`config.mk`:
```
export PLATFORM = sky130hd
export DESIGN_NAME = minitb_ahb_slave
export DESIGN_NICKNAME = d
export VERILOG_FILES = /design/src/rtl/minitb_ahb_pkg.sv /design/src/rtl/minitb_ahb_slave_mem.sv /design/src/rtl/minitb_ahb_slave.sv
export SDC_FILE = /design/constraint.sdc
export NUM_CORES = 1
export LEC_CHECK = 0
export CAP_MARGIN = 10
export CORE_MARGIN = 2
export CORE_UTILIZATION = 45
export DETAILED_ROUTE_END_ITERATION = 8
export GPL_TIMING_DRIVEN = 1
export PLACE_DENSITY = 0.6
export SLEW_MARGIN = 20
export SYNTH_ARGS = -nofsm -noshare
export SYNTH_HDL_FRONTEND = slang
export SYNTH_SLANG_ARGS = --single-unit
```
`constraint.sdc`:
```
create_clock -name hclk -period 1.88 [get_ports hclk]
set_input_delay 0.282 -clock hclk [delete_from_list [all_inputs] [get_ports hclk]]
set_output_delay 0.282 -clock hclk [all_outputs]
set_load 0.02 [all_outputs]
```
`src/rtl/minitb_ahb_pkg.sv`:
```
// Shared AHB-lite encodings, slave FSM states and the latched data-phase
// descriptor used by the minitb AHB slave.
package minitb_ahb_pkg;

    typedef enum logic [1:0] {
        HTRANS_IDLE   = 2'b00,
        HTRANS_BUSY   = 2'b01,
        HTRANS_NONSEQ = 2'b10,
        HTRANS_SEQ    = 2'b11
    } htrans_e;

    typedef enum logic [1:0] {
        HRESP_OKAY  = 2'b00,
        HRESP_ERROR = 2'b01
    } hresp_e;

    typedef enum logic [2:0] {
        HSIZE_BYTE = 3'd0,
        HSIZE_HALF = 3'd1,
        HSIZE_WORD = 3'd2
    } hsize_e;

    typedef logic [1:0] state_t;
    localparam state_t ST_IDLE = 2'd0;
    localparam state_t ST_WAIT = 2'd1;
    localparam state_t ST_ERR1 = 2'd2;
    localparam state_t ST_ERR2 = 2'd3;

    // Only good transfers are latched; errors live entirely in the FSM.
    typedef struct packed {
        logic       valid;
        logic       write;
        logic [2:0] size;
    } xfer_t;

    function automatic logic [3:0] lane_en(input logic [1:0] lane, input logic [2:0] size);
        case (size)
            HSIZE_BYTE: return 4'b0001 << lane;
            HSIZE_HALF: return 4'b0011 << lane;
            default:    return 4'b1111;
        endcase
    endfunction

endpackage

```
`src/rtl/minitb_ahb_slave_mem.sv`:
```
// Byte-lane backing store: one synchronous write port with per-byte enables,
// one asynchronous word read port. Contents are never reset.
module minitb_ahb_slave_mem #(
    parameter int words     = 32,
    parameter int idxWidth  = 5,
    parameter int dataWidth = 32
) (
    input  logic                 hclk,
    input  logic                 we,
    input  logic [3:0]           be,
    input  logic [idxWidth-1:0]  waddr,
    input  logic [dataWidth-1:0] wdata,
    input  logic [idxWidth-1:0]  raddr,
    output logic [dataWidth-1:0] rdata
);

    for (genvar i = 0; i < 4; i++) begin : g_lane
        logic [7:0] lane_q [words];

        always_ff @(posedge hclk) begin
            if (we && be[i])
                lane_q[waddr] <= wdata[8*i +: 8];
        end

        assign rdata[8*i +: 8] = lane_q[raddr];
    end

endmodule

```
`src/rtl/minitb_ahb_slave.sv`:
```
// AHB-lite memory slave with configurable OKAY wait states, two-cycle ERROR
// response and pipelined address/data phases.
module minitb_ahb_slave
    import minitb_ahb_pkg::*;
#(
    parameter int addrWidth  = 8,
    parameter int dataWidth  = 32,
    parameter int memBytes   = 128,
    parameter int waitStates = 0
) (
    input  logic                 hclk,
    input  logic                 hresetn,
    input  logic                 hsel,
    input  logic [1:0]           htrans,
    input  logic [addrWidth-1:0] haddr,
    input  logic                 hwrite,
    input  logic [2:0]           hsize,
    input  logic [2:0]           hburst,
    input  logic                 hready,
    input  logic [dataWidth-1:0] hwdata,
    output logic                 hreadyout,
    output logic [1:0]           hresp,
    output logic [dataWidth-1:0] hrdata
);

    localparam int WORDS = memBytes / 4;
    localparam int IDXW  = (WORDS > 1) ? $clog2(WORDS) : 1;
    localparam logic [addrWidth:0] MEM_LIMIT = (addrWidth+1)'(memBytes);
    localparam logic [3:0] WS_LOAD = 4'((waitStates > 0) ? waitStates - 1 : 0);

    state_t               state;
    logic [3:0]           cnt;
    xfer_t                dp;
    logic [addrWidth-1:0] dp_addr;

    logic                 done, accept, bad, we, final_rd;
    logic [3:0]           be;
    logic [dataWidth-1:0] rdata;

    // A data phase completes on any edge where we present hreadyout=1.
    assign done      = (state == ST_IDLE) || (state == ST_ERR2);
    assign hreadyout = done;
    assign hresp     = ((state == ST_ERR1) || (state == ST_ERR2)) ? HRESP_ERROR : HRESP_OKAY;

    assign accept = hsel && hready && done &&
                    ((htrans == HTRANS_NONSEQ) || (htrans == HTRANS_SEQ));

    assign bad = ({1'b0, haddr} >= MEM_LIMIT) ||
                 (hsize > HSIZE_WORD) ||
                 ((hsize == HSIZE_HALF) && haddr[0]) ||
                 ((hsize == HSIZE_WORD) && (haddr[1:0] != 2'b00));

    // Writes land on the completing edge, so a read accepted on that same edge
    // sees the new word through the async read port one cycle later.
    assign we       = hresetn && dp.valid && dp.write && (state == ST_IDLE);
    assign final_rd = dp.valid && !dp.write && (state == ST_IDLE);
    assign be       = lane_en(dp_addr[1:0], dp.size);
    assign hrdata   = final_rd ? rdata : '0;

    always_ff @(posedge hclk) begin
        if (!hresetn) begin
            state   <= ST_IDLE;
            cnt     <= '0;
            dp      <= '0;
            dp_addr <= '0;
        end else begin
            case (state)
                ST_WAIT: begin
                    if (cnt == 4'd0)
                        state <= ST_IDLE;
                    else
                        cnt <= cnt - 4'd1;
                end
                ST_ERR1: state <= ST_ERR2;
                default: begin
                    dp <= '0;
                    if (accept) begin
                        dp_addr <= haddr;
                        if (bad) begin
                            state <= ST_ERR1;
                        end else begin
                            dp    <= '{valid: 1'b1, write: hwrite, size: hsize};
                            state <= (waitStates > 0) ? ST_WAIT : ST_IDLE;
                            cnt   <= WS_LOAD;
                        end
                    end else begin
                        state <= ST_IDLE;
                    end
                end
            endcase
        end
    end

    minitb_ahb_slave_mem #(
        .words    (WORDS),
        .idxWidth (IDXW),
        .dataWidth(dataWidth)
    ) u_mem (
        .hclk (hclk),
        .we   (we),
        .be   (be),
        .waddr(dp_addr[IDXW+1:2]),
        .wdata(hwdata),
        .raddr(dp_addr[IDXW+1:2]),
        .rdata(rdata)
    );

    logic unused_ok;
    assign unused_ok = ^{hburst, dp_addr};

endmodule

```
**Yosys cells after proc, flatten, opt, wreduce, memory -nomap -nowiden**

Memories as Yosys holds them, arrays and structs flattened. A register that Yosys moved wholly into a read port is not among the register bits.
Cells that the tools add are included.

- Shifts and indexed selects: 2
- Mux-type cells: 29
- Reduce and logical (&&, ||, !) cells: 29
- Equal/unequal tests: 11
- Order comparisons: 2
- Bitwise operators: 2
- $add $sub $neg: 1

Operators by type and width:

| cell | count |
|---|---|
| $mux W5 | 10 |
| $mux W32 | 1 |
| $pmux W4 S2 | 2 |
| $logic_and A1 B1 Y1 | 14 |
| $mux W4 | 3 |
| $mux W1 | 9 |
| $eq A2 B2 Y1 const B | 4 |
| $ge A8 B8 Y1 const B | 1 |
| $eq A3 B1 Y1 const B | 2 |
| $logic_or A1 B1 Y1 | 6 |
| $mux W2 | 3 |
| $logic_not A4 Y1 | 1 |
| $ne A2 B2 Y1 const B | 2 |
| $pmux W2 S2 | 1 |
| $reduce_and A4 Y1 | 1 |
| $reduce_bool A2 Y1 | 2 |
| $shl A1 B2 Y4 const A | 1 |
| $shl A2 B2 Y4 const A | 1 |
| $sub A4 B1 Y4 const B | 1 |
| $eq A3 B2 Y1 const B | 1 |
| $gt A3 B2 Y1 const B | 1 |
| $logic_not A3 Y1 | 1 |
| $eq A2 B1 Y1 const B | 1 |
| $logic_not A2 Y1 | 1 |
| 5 further kinds | 6 |

- Logic and storage cells: 86
- Output and inout port bits: 35
- Flip-flop bits (word level): 18
- Memory bits (writable): 1,024
- Input bits: 53
- Memories: 4

Memory list:

| name | words | width | rd ports | clocked after Yosys merged registers in | wr ports | RTL line | text |
|---|---|---|---|---|---|---|---|
| u_mem.g_lane[0].lane_q | 32 | 8 | 1 | 1 | 1 | minitb_ahb_slave_mem.sv:18 | `logic [7:0] lane_q [words];` |
| u_mem.g_lane[1].lane_q | 32 | 8 | 1 | 1 | 1 | minitb_ahb_slave_mem.sv:18 |  |
| u_mem.g_lane[2].lane_q | 32 | 8 | 1 | 1 | 1 | minitb_ahb_slave_mem.sv:18 |  |
| u_mem.g_lane[3].lane_q | 32 | 8 | 1 | 1 | 1 | minitb_ahb_slave_mem.sv:18 |  |

**Logic depth before layout (Yosys ltp)**

- Word-level depth: 7
- Mapped depth: 8
- Depth with buffers taken out: 6

**Cells and area by module**

A second synthesis with hierarchy kept.

- Cell total of the unflattened synthesis: 2,530
- Area total of the unflattened synthesis: 41,591.1 µm²

By module, submodules not included:

| module | instances | cells each | seq. area each (µm²) | area an instance (µm²) |
|---|---|---|---|---|
| minitb_ahb_slave_mem | 1 | 2,374 | 30,749.5 | 40,391.2 |
| minitb_ahb_slave | 1 | 156 | 360.3 | 1,199.9 |

**Least setup slack after synthesis**

Ideal clock, no wire load.

- Kind: reg2out
- Start point: register with a tool-made name
- End point: output hrdata[16]
- Buffers on the path: 3
- Setup slack: -0.195 ns
- Cell stages (with the launch flop): 8
- Arrival time: 1.793 ns
- Cells stage by stage: dfxtp_1 -> buf_4 -> buf_12 -> buf_12 -> mux4_1 -> mux2i_1 -> a221o_1 -> a31oi_1

RTL lines:

| what | RTL line | text |
|---|---|---|
| end: declaration | minitb_ahb_slave.sv:23 | `output logic [dataWidth-1:0] hrdata` |

==> reports/results.ini <==
[yosys]
synth.distinct_cells=47
synth_ff_type=edfxtp_1
syn_nets=2029
yosysWarningCount=0
synth_area_leaders=edfxtp_1 (75%), mux4_2 (12%), mux2i_1 (3.1%)
yosys.area.top_type_share_pct=75.4
yosys.area.top_type=edfxtp_1
synth_edf_count=1024
async_reset_ff_share_pct=0
syn_area_mm2=0.0408
yosysMostFrequentCell=edfxtp_1
synthCells=1971
yosys_register_bits=1047
synth_common_cells=edfxtp_1 (1024), mux4_2 (217), nor2_1 (140)
synth-seq-area-share_pct=76.5
synth_area_per_cell_um2=20.7

[clock_network]
clkTransAtPathRegs_ns=0.06
cts_made_buffers=107
cts_tree=done
h-tree-depth=3
clk_path_buf_depth=3
clock_latency_ns=0.68
ctsHoldBuffers=0
cts_sinks=1047
cts_root_buf=clkbuf_16

[die]
die_w_um=305
rows=110
die_area_mm2=0.0931
start_util_pct=45.4
core_mm2=0.0899
fp.dieH_um=305
io-pin-count=88

[cells_and_area]
nFillCells=6546
drive_above_1_share_pct=39.2
fin_nets=2498
diodes=0
finalNonFillerCells=3705
area_delta_synth_final_pct=26.4

[critical_path]
cp_max_fo=6
start_kind=flop
regToRegSetupSlack_ns=0.05
r2r-start=state[1]$_SDFFE_PN0P_
critical_path_class=reg -> out
crit_required_ns=1.60
cp-end-kind=primary output
reg2reg_to=u_mem.g_lane[2].lane_q[31][3]$_DFFE_PP_
cp_data_arrival_time_ns=2.76
r2r_cells=7

[pwr]
finalPower_mw=48.9
power_density_mw_per_mm2=948
ir_worst_vdd_mv=0.764
p_leak_nw=16.3

[placement]
gp_congestion=0.845
io_buffers=82
dp_hpwl_mm=63.6
placed_cells=3448

[drt]
wl_mm=102
vias=21400
route.detailed.drc=0
viasPerCell=5.77
firstDrtPassIters=5
wl_per_cell_um=27.5
route.antenna.remaining_nets=0
initialDrtViolationCount=2140

[global_route]
grt_pass1_wl_mm=149
met3_usage_pct=3.56
grt_max_degree=33
gr-total-overflow=0
use_met1_pct=30.7
grt_usage_pct=21.9
top_usage_layer=met2
use_met2_pct=35.9
grt_pass1_vias=22200
antenna_found_initial=0

[flow_run]
maxCapViolations=0

[outcome]
status=finished, violations left
violations=setup timing

[timing]
fin_skew_ns=0.0216
relSlewSlack_pct=48.4
min_period_ns=3.04
hold_viol_final=0
slew_viol_final=0
period_share_pct=162
setup_viol=33
rsz0062_at_grt=yes
setup-tns-final_ns=-35.47
fmax_mhz=328
setup_ws_ns=-1.16
worst_slew_pin_slew_ns=0.774

[hold_path]
hold-path-cell-count=3
hp-class=in -> reg
hold_start=hwrite
hold_path_end=dp[3]$_SDFFE_PN0N_

-- worst max-delay path by stage --
stage / from / slack [ns] / endpoint / cells past startpoint
2_1_floorplan: flop / -0.04 / hrdata[6] / 8
3_3_place_gp: flop / -0.89 / hrdata[7] / 7
3_5_place_dp: flop / -0.91 / hrdata[7] / 7
4_1_cts: flop / -1.20 / hrdata[22] / 8
5_1_grt: flop / -1.24 / hrdata[0] / 8
6_report: flop / -1.16 / hrdata[0] / 8
-- registers in the layout (all words and copies together), names as in the netlist, named ones only --
signal	flops
u_mem.g_lane.lane_q	1024
dp_addr	7
dp	5
cnt	4
state	2
-- cells in the final DEF (no fill, tap or decap), drive strengths merged, types with 2 or more instances in the layout --
cell	synthesis	routed
a31oi	33	33
mux4	224	224
mux2	2	2
buf	76	428
nand4	4	4
and4	2	2
inv	9	15
nor2b	5	5
a21oi	15	15
and2	2	2
edfxtp	1024	1024
nor3b	3	3
dfxtp	23	23
clkbuf	45	129
or2	2	2
o2111ai	9	9
a221oi	23	23
and3	3	3
a22oi	34	34
a32oi	2	2
a221o	32	32
a311o	2	2
bufinv	0	12
nand3	2	2
o21ai	32	32
clkdlybuf4s50	0	48
ha	5	5
nor3	3	3
o22ai	2	2
nand2	75	75
clkinv	0	47
clkinvlp	0	9
and3b	2	2
nor2	140	140
mux2i	128	128
-- critical path, cell delays in order (launching register included) --
cell and delay, ns:
dfxtp_4 0.41, buf_8 0.15, buf_16 0.18, buf_12 0.13, mux4_2 0.51, o2111ai_2 0.18, buf_4 0.16, a31oi_4 0.12
buf_6 0.20
-- metrics by stage --
| stage | utilization [%] | setup WS, ns | hold slack [ns] | cell area, um2 |
|---|---|---|---|---|
| final | 57.4 | -1.16 | 0.206 | 51600 |
| after detailed placement | 51.5 | -0.908 | 0.449 | 46300 |
| after floorplan | - | -0.0387 | 0.381 | 41600 |
| after global placement | 51.5 | -0.891 | 0.451 | 46300 |
| after CTS | 56.7 | -1.20 | 0.163 | 50900 |
| after global routing | 57.4 | -1.24 | 0.218 | 51600 |
-- layer usage --
| metal | share of wire [%] | wire (um) | up-vias |
|---|---|---|---|
| met4 | 2.3 | 2310 | 2 |
| met1 | 43 | 43900 | 11400 |
| li1 | - | - | 9164 |
| met5 | 0.061 | 62 | - |
| met3 | 5.7 | 5820 | 141 |
| met2 | 49 | 49900 | 664 |
-- cell type report --
type                    instances  area (um2)  area share, %
well taps                    1176        1470           2.85
flip-flops and latches       1047       31200           60.6
clock buffers                 124        2740           5.32
repair buffers                481        5290           10.3
clock inverters                74         783           1.52
multi-input cells             794       10000           19.4
inverters                       9        35.0         0.0679
-- where the power goes --
| part | switching (mW) | leakage [nW] | internal, mW |
|---|---|---|---|
| Clock | 8.94 | 1.69 | 12.2 |
| Combinational | 1.19 | 5.24 | 0.959 |
| Sequential | 0.0180 | 9.39 | 25.6 |
-- repair_timing --
action,4_1_cts,5_1_grt
pin swaps,41,34
hold endpoints to repair,0,0
setup endpoints to repair,384,526
cloned,15,5
buffers inserted,29,14
gates resized for setup,280,108
-- cell families (layout without fill, tap and decap cells) --
group	after synthesis	in the layout	synth area share [%]
buf+inv	130	688	1.86
compound gates	187	187	3.36
simple gates	247	247	2.51
fa+ha+maj	5	5	0.153
mux	354	354	15.6
flops	1047	1047	76.5
other cells	1	1	0.00919
No activity file was read; power rests on OpenSTA's default activity.
